==> src/rtl/cmp_unit_pipe_if.sv <==
// Bundle of operand, control and result signals for cmp_unit_pipe.
// The master side (function decoder or bench) drives operands and controls;
// the slave side (the compare unit) drives results and tracker state.
//   A_Cmp/B_Cmp    operands              CMP_EN      issue strobe
//   ALU_FUN        function code         SIGNED_MODE two's-complement select
//   CLR_TRACK      tracker/counter clear
//   CMP_OUT_reg    registered result     CMP_Flag_reg result valid
//   TRK_MIN/MAX    running min/max       TRK_VLD     tracker holds a sample
//   MATCH_CNT      saturating match count
interface cmp_unit_pipe_if #(
  parameter int DATA_WIDTH = 8,
  parameter int CNT_WIDTH  = 8
);
  logic [DATA_WIDTH-1:0] A_Cmp;
  logic [DATA_WIDTH-1:0] B_Cmp;
  logic                  CMP_EN;
  logic [2:0]            ALU_FUN;
  logic                  SIGNED_MODE;
  logic                  CLR_TRACK;
  logic [DATA_WIDTH-1:0] CMP_OUT_reg;
  logic                  CMP_Flag_reg;
  logic [DATA_WIDTH-1:0] TRK_MIN;
  logic [DATA_WIDTH-1:0] TRK_MAX;
  logic                  TRK_VLD;
  logic [CNT_WIDTH-1:0]  MATCH_CNT;

  modport master (
    output A_Cmp, B_Cmp, CMP_EN, ALU_FUN, SIGNED_MODE, CLR_TRACK,
    input  CMP_OUT_reg, CMP_Flag_reg, TRK_MIN, TRK_MAX, TRK_VLD, MATCH_CNT
  );

  modport slave (
    input  A_Cmp, B_Cmp, CMP_EN, ALU_FUN, SIGNED_MODE, CLR_TRACK,
    output CMP_OUT_reg, CMP_Flag_reg, TRK_MIN, TRK_MAX, TRK_VLD, MATCH_CNT
  );
endinterface

==> src/rtl/cmp_unit_pipe.sv <==
// Two-stage pipelined compare unit: EQ/GT/LT codes, MAX/MIN select, and
// (when the CMP_TRACK_EN macro is defined) a running min/max tracker plus a
// saturating A==B match counter. Without CMP_TRACK_EN, codes 110/111 act as
// NOP and the tracker outputs are tied to zero.
// Ports:
//   clk  rising-edge clock
//   RST  asynchronous active-high reset
//   bus  cmp_unit_pipe_if slave: operands/controls in, result/tracker out
// Stage 1 registers the issued op; stage 2 registers the result one edge
// later, together with the tracker/counter update.
module cmp_unit_pipe #(
  parameter int DATA_WIDTH = 8,
  parameter int CNT_WIDTH  = 8
) (
  input  logic              clk,
  input  logic              RST,
  cmp_unit_pipe_if.slave    bus
);

  localparam logic [2:0] FUN_NOP   = 3'b000;
  localparam logic [2:0] FUN_EQ    = 3'b001;
  localparam logic [2:0] FUN_GT    = 3'b010;
  localparam logic [2:0] FUN_LT    = 3'b011;
  localparam logic [2:0] FUN_MAX   = 3'b100;
  localparam logic [2:0] FUN_MIN   = 3'b101;
  localparam logic [2:0] FUN_TRACK = 3'b110;
  localparam logic [2:0] FUN_CNT   = 3'b111;

  logic [DATA_WIDTH-1:0] s1_a;
  logic [DATA_WIDTH-1:0] s1_b;
  logic [2:0]            s1_fun;
  logic                  s1_sgn;
  logic                  s1_vld;

  logic [DATA_WIDTH-1:0] out_q;
  logic                  flag_q;
  logic [DATA_WIDTH-1:0] result;
  logic                  a_eq_b;
  logic                  a_lt_b;
  logic                  a_gt_b;

  function automatic logic lt_f(input logic [DATA_WIDTH-1:0] x,
                                input logic [DATA_WIDTH-1:0] y,
                                input logic                  sgn);
    if (sgn) return $signed(x) < $signed(y);
    return x < y;
  endfunction

  // Operand registers hold when idle; only the valid bit drops.
  always_ff @(posedge clk or posedge RST) begin
    if (RST) begin
      s1_a   <= '0;
      s1_b   <= '0;
      s1_fun <= FUN_NOP;
      s1_sgn <= 1'b0;
      s1_vld <= 1'b0;
    end else begin
      s1_vld <= bus.CMP_EN;
      if (bus.CMP_EN) begin
        s1_a   <= bus.A_Cmp;
        s1_b   <= bus.B_Cmp;
        s1_fun <= bus.ALU_FUN;
        s1_sgn <= bus.SIGNED_MODE;
      end
    end
  end

  always_comb begin
    a_eq_b = (s1_a == s1_b);
    a_lt_b = lt_f(s1_a, s1_b, s1_sgn);
    a_gt_b = lt_f(s1_b, s1_a, s1_sgn);
  end

`ifdef CMP_TRACK_EN
  logic [DATA_WIDTH-1:0] trk_min_q, trk_min_d;
  logic [DATA_WIDTH-1:0] trk_max_q, trk_max_d;
  logic                  trk_vld_q, trk_vld_d;
  logic [CNT_WIDTH-1:0]  cnt_q, cnt_d;
  logic [DATA_WIDTH-1:0] cnt_ext;

  // Clear is folded in first so a coincident TRACK/CNT op lands on a
  // freshly cleared tracker.
  always_comb begin
    trk_min_d = bus.CLR_TRACK ? '0 : trk_min_q;
    trk_max_d = bus.CLR_TRACK ? '0 : trk_max_q;
    trk_vld_d = bus.CLR_TRACK ? 1'b0 : trk_vld_q;
    cnt_d     = bus.CLR_TRACK ? '0 : cnt_q;
    if (s1_vld && (s1_fun == FUN_TRACK)) begin
      if (!trk_vld_d) begin
        trk_min_d = s1_a;
        trk_max_d = s1_a;
        trk_vld_d = 1'b1;
      end else begin
        if (lt_f(s1_a, trk_min_d, s1_sgn)) trk_min_d = s1_a;
        if (lt_f(trk_max_d, s1_a, s1_sgn)) trk_max_d = s1_a;
      end
    end
    if (s1_vld && (s1_fun == FUN_CNT) && a_eq_b && (cnt_d != {CNT_WIDTH{1'b1}}))
      cnt_d = cnt_d + CNT_WIDTH'(1);
  end

  if (CNT_WIDTH >= DATA_WIDTH) begin : g_cnt_trunc
    assign cnt_ext = cnt_d[DATA_WIDTH-1:0];
  end else begin : g_cnt_zext
    assign cnt_ext = {{(DATA_WIDTH-CNT_WIDTH){1'b0}}, cnt_d};
  end

  always_ff @(posedge clk or posedge RST) begin
    if (RST) begin
      trk_min_q <= '0;
      trk_max_q <= '0;
      trk_vld_q <= 1'b0;
      cnt_q     <= '0;
    end else begin
      trk_min_q <= trk_min_d;
      trk_max_q <= trk_max_d;
      trk_vld_q <= trk_vld_d;
      cnt_q     <= cnt_d;
    end
  end

  assign bus.TRK_MIN   = trk_min_q;
  assign bus.TRK_MAX   = trk_max_q;
  assign bus.TRK_VLD   = trk_vld_q;
  assign bus.MATCH_CNT = cnt_q;
`else
  logic unused_clr;
  assign unused_clr    = bus.CLR_TRACK;
  assign bus.TRK_MIN   = '0;
  assign bus.TRK_MAX   = '0;
  assign bus.TRK_VLD   = 1'b0;
  assign bus.MATCH_CNT = '0;
`endif

  always_comb begin
    result = '0;
    case (s1_fun)
      FUN_NOP:   result = '0;
      FUN_EQ:    result = a_eq_b ? DATA_WIDTH'(1) : '0;
      FUN_GT:    result = a_gt_b ? DATA_WIDTH'(2) : '0;
      FUN_LT:    result = a_lt_b ? DATA_WIDTH'(3) : '0;
      FUN_MAX:   result = a_gt_b ? s1_a : s1_b;
      FUN_MIN:   result = a_lt_b ? s1_a : s1_b;
`ifdef CMP_TRACK_EN
      FUN_TRACK: result = s1_a;
      FUN_CNT:   result = cnt_ext;
`else
      FUN_TRACK, FUN_CNT: result = '0;
`endif
    endcase
  end

  always_ff @(posedge clk or posedge RST) begin
    if (RST) begin
      out_q  <= '0;
      flag_q <= 1'b0;
    end else begin
      out_q  <= s1_vld ? result : '0;
      flag_q <= s1_vld;
    end
  end

  assign bus.CMP_OUT_reg  = out_q;
  assign bus.CMP_Flag_reg = flag_q;

endmodule

==> src/flat_wrapper.sv <==
// flat-port wrapper written by rule: the top's interface ports become plain ports
module cmp_unit_pipe_flat 
#(
  parameter int DATA_WIDTH = 8,
  parameter int CNT_WIDTH  = 8
)
  (clk, RST, bus_A_Cmp, bus_B_Cmp, bus_CMP_EN, bus_ALU_FUN, bus_SIGNED_MODE, bus_CLR_TRACK, bus_CMP_OUT_reg, bus_CMP_Flag_reg, bus_TRK_MIN, bus_TRK_MAX, bus_TRK_VLD, bus_MATCH_CNT);
  cmp_unit_pipe_if #(.DATA_WIDTH(DATA_WIDTH), .CNT_WIDTH(CNT_WIDTH)) bus_i ();
  input  logic clk;
  input  logic RST;
  input wire logic [$bits(bus_i.A_Cmp)-1:0] bus_A_Cmp;
  input wire logic [$bits(bus_i.B_Cmp)-1:0] bus_B_Cmp;
  input wire logic [$bits(bus_i.CMP_EN)-1:0] bus_CMP_EN;
  input wire logic [$bits(bus_i.ALU_FUN)-1:0] bus_ALU_FUN;
  input wire logic [$bits(bus_i.SIGNED_MODE)-1:0] bus_SIGNED_MODE;
  input wire logic [$bits(bus_i.CLR_TRACK)-1:0] bus_CLR_TRACK;
  output wire logic [$bits(bus_i.CMP_OUT_reg)-1:0] bus_CMP_OUT_reg;
  output wire logic [$bits(bus_i.CMP_Flag_reg)-1:0] bus_CMP_Flag_reg;
  output wire logic [$bits(bus_i.TRK_MIN)-1:0] bus_TRK_MIN;
  output wire logic [$bits(bus_i.TRK_MAX)-1:0] bus_TRK_MAX;
  output wire logic [$bits(bus_i.TRK_VLD)-1:0] bus_TRK_VLD;
  output wire logic [$bits(bus_i.MATCH_CNT)-1:0] bus_MATCH_CNT;
  assign bus_i.A_Cmp = bus_A_Cmp;
  assign bus_i.B_Cmp = bus_B_Cmp;
  assign bus_i.CMP_EN = bus_CMP_EN;
  assign bus_i.ALU_FUN = bus_ALU_FUN;
  assign bus_i.SIGNED_MODE = bus_SIGNED_MODE;
  assign bus_i.CLR_TRACK = bus_CLR_TRACK;
  assign bus_CMP_OUT_reg = bus_i.CMP_OUT_reg;
  assign bus_CMP_Flag_reg = bus_i.CMP_Flag_reg;
  assign bus_TRK_MIN = bus_i.TRK_MIN;
  assign bus_TRK_MAX = bus_i.TRK_MAX;
  assign bus_TRK_VLD = bus_i.TRK_VLD;
  assign bus_MATCH_CNT = bus_i.MATCH_CNT;
  cmp_unit_pipe #(.DATA_WIDTH(DATA_WIDTH), .CNT_WIDTH(CNT_WIDTH)) u_core (.clk(clk), .RST(RST), .bus(bus_i));
endmodule
==> config.mk <==
export PLATFORM = sky130hd
export DESIGN_NAME = cmp_unit_pipe_flat
export DESIGN_NICKNAME = d
export VERILOG_FILES = /design/src/rtl/cmp_unit_pipe_if.sv /design/src/rtl/cmp_unit_pipe.sv /design/src/flat_wrapper.sv
export SDC_FILE = /design/constraint.sdc
export NUM_CORES = 1
export LEC_CHECK = 0
export CORE_MARGIN = 2
export CORE_UTILIZATION = 48
export CTS_BUF_LIST = sky130_fd_sc_hd__clkbuf_2 sky130_fd_sc_hd__clkbuf_4 sky130_fd_sc_hd__clkbuf_8
export DETAILED_ROUTE_END_ITERATION = 8
export PLACE_DENSITY = 0.92
export SETUP_SLACK_MARGIN = 0.02
export SYNTH_ARGS = -nofsm -noshare
export SYNTH_HDL_FRONTEND = slang
export SYNTH_SLANG_ARGS = --single-unit
==> constraint.sdc <==
create_clock -name clk -period 3.06 [get_ports clk]
set_input_delay 0.612 -clock clk [delete_from_list [all_inputs] [get_ports clk]]
set_output_delay 0.612 -clock clk [all_outputs]
set_load 0.02 [all_outputs]
# Yosys cells after proc, flatten, opt, wreduce, memory -nomap -nowiden
# Cells that the tools add are included.
# Widths: inputs -> output; s select.
[totals] ff_bits=30 elab_cells=33
[classes] n_lt_le_gt_ge=4 n_eq_ne=8 n_mux=12 reduce_logical=2
[ops] cell="$pmux 8 s6" n=1
[ops] cell="$lt 8x8->1" n=4
[ops] cell="$mux 8" n=3
[ops] cell="$eq 3x3->1 const B" n=4
[ops] cell="$eq 8x8->1" n=1
[ops] cell="$eq 3x2->1 const B" n=2
[ops] cell="$mux 1" n=6
[ops] cell="$mux 2" n=2
[ops] cell="$eq 3x1->1 const B" n=1
[ops] cell="$logic_not 3->1" n=1
[ops] cell="$reduce_or 3->1" n=1

# Longest topological paths before layout
[depth] ltp_word=6 ltp_mapped=9

# Worst setup path before layout
# No wires, ideal clock.
[synth_path] path_kind="register to register" from="reg u_core.s1_b[5]" to="reg u_core.out_q[1], in the netlist u_core.bus.CMP_OUT_reg[1]" arrival_ps=2168 required_ps=2940 setup_slack_ps=771 path_stages_with_launch=10 synth_period_minus_slack_ps=2289 cell_sequence="dfrtp_1 > inv_1 > ha_1 > a21o_1 > a2111oi_4 > nor3_1 > a2111oi_2 > buf_4 > nor4_1 > a31o_2"
[synth_via] elab_chain_len=6
[synth_lines] element="from (decl)" line="cmp_unit_pipe.sv:30" text="logic [DATA_WIDTH-1:0] s1_b;"
[synth_lines] element="from (signal assigned)" line="cmp_unit_pipe.sv:61" text="s1_b <= bus.B_Cmp;"
[synth_lines] element="$lt 8x8->1" line="cmp_unit_pipe.sv:45" text="if (sgn) return $signed(x) < $signed(y);"
[synth_lines] element="$mux 1" line="cmp_unit_pipe.sv:45"
[synth_lines] element="$mux 1" line="cmp_unit_pipe.sv:46" text="return x < y;"
[synth_lines] element="$mux 8, or another cell as far along" line="cmp_unit_pipe.sv:143" text="FUN_MIN: result = a_lt_b ? s1_a : s1_b;"
[synth_lines] element="$pmux 8 s6 (*)" line="cmp_unit_pipe.sv:137" text="case (s1_fun)"
[synth_lines] element="$mux 8 (*)" line="cmp_unit_pipe.sv:158" text="out_q <= s1_vld ? result : '0;"
[synth_lines] element="to (signal assigned)" line="cmp_unit_pipe.sv:158"
[synth_lines] element="to (decl)" line="cmp_unit_pipe.sv:35" text="logic [DATA_WIDTH-1:0] out_q;"
# Every way passes the cells marked *; elsewhere a longest branch is shown, timed or not. The select of a mux whose other input is x is not followed.
# A chain may end at the register's enable or synchronous reset.

# Worst setup path after layout
[layout_path] from="reg u_core.s1_b[7]" to="reg u_core.out_q[3], in the netlist u_core.bus.CMP_OUT_reg[3]"
[layout_via] elab_chain_len=6
[layout_lines] element="$lt 8x8->1" line="cmp_unit_pipe.sv:45"
[layout_lines] element="$mux 1" line="cmp_unit_pipe.sv:45"
[layout_lines] element="$mux 1" line="cmp_unit_pipe.sv:46"
[layout_lines] element="$mux 8, on equally long branches" line="cmp_unit_pipe.sv:143, cmp_unit_pipe.sv:142"
[layout_lines] element="$pmux 8 s6 (*)" line="cmp_unit_pipe.sv:137"
[layout_lines] element="$mux 8 (*)" line="cmp_unit_pipe.sv:158"
# Marks and branches as above.

==> metrics.md <==
| Metric | Value |
|---|---|
| Count of final hold-check violations | 0 |
| RSZ-0062 raised after global routing | no |
| Die X | 66.4 µm |
| Die ar. | about 4400 µm² |
| Worst-case clock buffer depth | 2 |
| CP bufs+invs | 2 |
| Total GRT Usage | 0.178 |
| Antenna cells | 0 |
| Post-Place Cells | ~270 |
| Worst setup margin | around 0.37 ns |
| Status | completed |
| Place WS | 0.378 ns |
| Sinks on Clock Net | 30 |
| R2R cell count | 9 |
| Cell Pwr Density | 493 nW/µm² |
| Top-count cell post-synth | dfrtp_1 |
| Share of the synthesized area in the top cell type | 0.402 |
| Static leakage | about 0.0011 µW |
| Switch Pwr | roughly 340 µW |
| Top delay family on crit path | compound AO/OA/AOI/OAI gates |
| Tcrit/Tclk final | 0.879 |
| Worst-Skew Late Latency | between 0.2 and 0.3 ns |
| Int Power | roughly 750 µW |
| Top cell types by occurrence after synthesis | dfrtp_1 (30), buf_4 (26), o21ai_0 (25), inv_1 (23), nand2_1 (18) |
| # rows | 22 |
| CP most frequent cell | nor3_1 |
| 1st-iter DRT viols | between 60 and 70 |
| Mux share of post-synthesis cell area | 0.0368 |
| Levels on crit path | 9 |
| Clock power share | 0.304 |
| Largest family of logic cells by synthesized area | compound AO/OA/AOI/OAI gates |
| I/O pins | 58 |
| Hold Buf Count CTS | 0 |
| Critical Path AT | ~2.9 ns |
| WHS Path Cells | 0 |
| Clock transition at path regs | approximately 0.06 ns |
| Final setup fails | 0 |
| Area Growth Syn to Fin | 18.9% |
| Worst slew margin relative to its limit | 0.569 |
| Synthesized area | roughly 1900 µm² |
| CORE AREA | 3720 µm² |
| Synth warn | 0 |
| Avg Cell Area, Syn | between 9 and 10 µm² |
| Critical path capture point type | register |
| Simple-Gate Fraction of Synth Area | 0.0957 |
| DR WL/cell | ~12 µm |
| Achievable Freq | approximately 370 MHz |
| Async SR Flop Fraction | 1.00 |
| Hold Crit Class | reg -> reg |
| Setup CP Type | reg -> reg |
| Initial Util | 0.503 |
| Crit path time final | 2.69 ns |
| Max incr delay on CP | 0.65 ns |
| Total CTS buffers | 5 |
| Critical Path RT | between 3 and 4 ns |
| Total congestion overflow | 0 |
| CTS tree | yes |
| Total Nets Final | between 200 and 300 |
| Post-Synth Adder-Cell Area | 0.107 |
| Fin Hold WS | 0.432 ns |
| Leading area contributor after synthesis | dfrtp_1 |
| Final Max Tran Viols | 0 |
| Finished Layout Cells | 281 |
| # Post-CTS Setup Buffers | 0 |
| Synth Area in Compound Gates | 0.190 |
| Post-synthesis cell type count | 36 |
| Comb power frac | 0.280 |
| Top FF cell, synth | dfrtp_1 |
| Post-synthesis register bit count | 30 |
| CTS resizes | 0 |
| Fin util | 0.598 |
| Max FO, Critical Path | 8 |
| Worst Max-Slew Pin Slew | between 0.6 and 0.7 ns |
| WL final | ~3400 µm |
| Post-synthesis xor/xnor area fraction | 0 |
| First-pass GRT wire length | between 5000 and 6000 µm |
| Sw frac | 0.315 |
| CTS Root Cell | clkbuf_8 |
| Worst path cell trace | inv_1 -> ha_1 -> nand4_1 -> nor3_1 -> nor3_1 -> a2111oi_2 -> buf_4 -> o21ai_0 -> a21oi_1 |
| Largest net degree at the start of global routing | 31 |
| # H-tree levels | 2 |
| Chip height | between 60 and 70 µm |
| Synth area leaders | dfrtp_1 (40%), ha_1 (11%), buf_4 (10%), o21ai_0 (6.7%), inv_1 (4.6%) |
| Port bufs | 31 |
| Initial antenna violation count | 0 |
| Seq/Total Area, Yosys | 0.402 |
| Post-synth EDFFs | 0 |
| HPWL after detailed placement | 2540 µm |
| Post-route DRC | 0 |
| Share of layout cells above drive strength 1 | 0.0901 |
| Vias | around 1400 |
| RePlAce Congestion | 0.864 |
| Max-cap violations | 0 |
| Clk_skew | between 0.004 and 0.005 ns |
| Critical Path Source Type | register |
| Routed Antenna Nets | 0 |
| Peak VDD IR | ~0.25 mV |
| Part of the power in registers | 0.416 |
| Vias per cell | ~4.9 |
| Setup TNS | 0 ns |
| Gate Count Post-Synth | between 150 and 200 |
| Critical path's slowest cell | a2111oi_2 |
| First-pass iteration count of the detailed router | 4 |
| Vias in the first global route | 1261 |
[power by group through the flow]
stage / logic [µW] / clock network, µW / registers [µW]
after floorplan: 241 / 0 / 465
after global placement: 299 / 0 / 461
after detailed placement: 306 / 0 / 463
after CTS: 308 / 342 / 456
after global routing: 345 / 362 / 460
final: 307 / 333 / 456
[worst reg2reg max path, cell delays in order (launching register included)]
cell and delay [ns]:
dfrtp_1 0.36, inv_1 0.07, ha_1 0.40, nand4_1 0.16, nor3_1 0.35, nor3_1 0.12
a2111oi_2 0.65, buf_4 0.26, o21ai_0 0.08, a21oi_1 0.17
[layer usage]
layer / up-vias / GRT usage / share of wire
met5: - / 0 / 0
met4: 0 / 0.0995 / 0.025
met3: 7 / 0.0460 / 0.052
met2: 40 / 0.280 / 0.46
met1: 634 / 0.219 / 0.46
li1: 696 / - / -
[metrics by stage]
stage / power [µW] / instance area (µm²)
2_1_floorplan: 707 / 1960
3_3_place_gp: 759 / 2130
3_5_place_dp: 769 / 2130
4_1_cts: 1110 / 2220
5_1_grt: 1170 / 2220
6_report: 1100 / 2220
[worst paths after layout]
path / start / to / slack [ns]
setup reg to reg: u_core.s1_b[7] / u_core.bus.CMP_OUT_reg[3] / 0.37
max in group asynchronous: RST / u_core.s1_b[6] / 2.09
setup / recovery: u_core.s1_b[7] / u_core.bus.CMP_OUT_reg[3] / 0.37
hold reg to reg: u_core.s1_vld / u_core.bus.CMP_Flag_reg / 0.43
min in group asynchronous: RST / u_core.s1_b[2] / 0.70
hold / removal: u_core.s1_vld / u_core.bus.CMP_Flag_reg / 0.43
[cells by family (layout without fill, tap and decap cells)]
| group | after synthesis | after routing |
|---|---|---|
| AO/OA/AOI/OAI | 53 | 53 |
| adder cells (fa/ha/maj) | 16 | 16 |
| buffers and inverters | 55 | 65 |
| flip-flops | 30 | 30 |
| multiplexers | 6 | 6 |
| other | 1 | 25 |
| AND/OR/NAND/NOR | 38 | 38 |
[layout by cell type (no fill, tap or decap)]
cell type         n
clkinv_2          1
a311oi_1          2
nand2_1          18
clkbuf_8          6
a2111oi_2         2
clkbuf_4          1
mux2_4            1
a211oi_1          1
inv_1            23
mux2i_1           2
or2_2             2
a31oi_1           1
and3_1            1
nor3_1            2
a31o_2            1
o31ai_1           1
o32ai_1           1
o2111a_1          1
buf_4             3
ha_1             16
a21oi_1          10
or3_1             6
nand3_1           1
o221ai_1          1
a41oi_1           1
conb_1           25
o21ai_0          25
mux2_2            3
nand4_1           1
o21a_1            1
a2111oi_4         1
nor4_1            2
nor2b_1           1
a21o_1            1
nor2_1            4
o211ai_1          3
dfrtp_1          30
clkdlybuf4s50_1  31
[layout make-up]
| class | instances | area [µm²] |
|---|---|---|
| well taps | 48 | 60.1 |
| fillers | 347 | 1490 |
| repair buffers | 34 | 333 |
| flip-flops and latches | 30 | 751 |
| multi-input cells | 138 | 897 |
| inverters | 23 | 86.3 |
| clock inverters | 1 | 5.00 |
| clock buffers | 7 | 90.1 |
(Power assumes the default switching activity.)
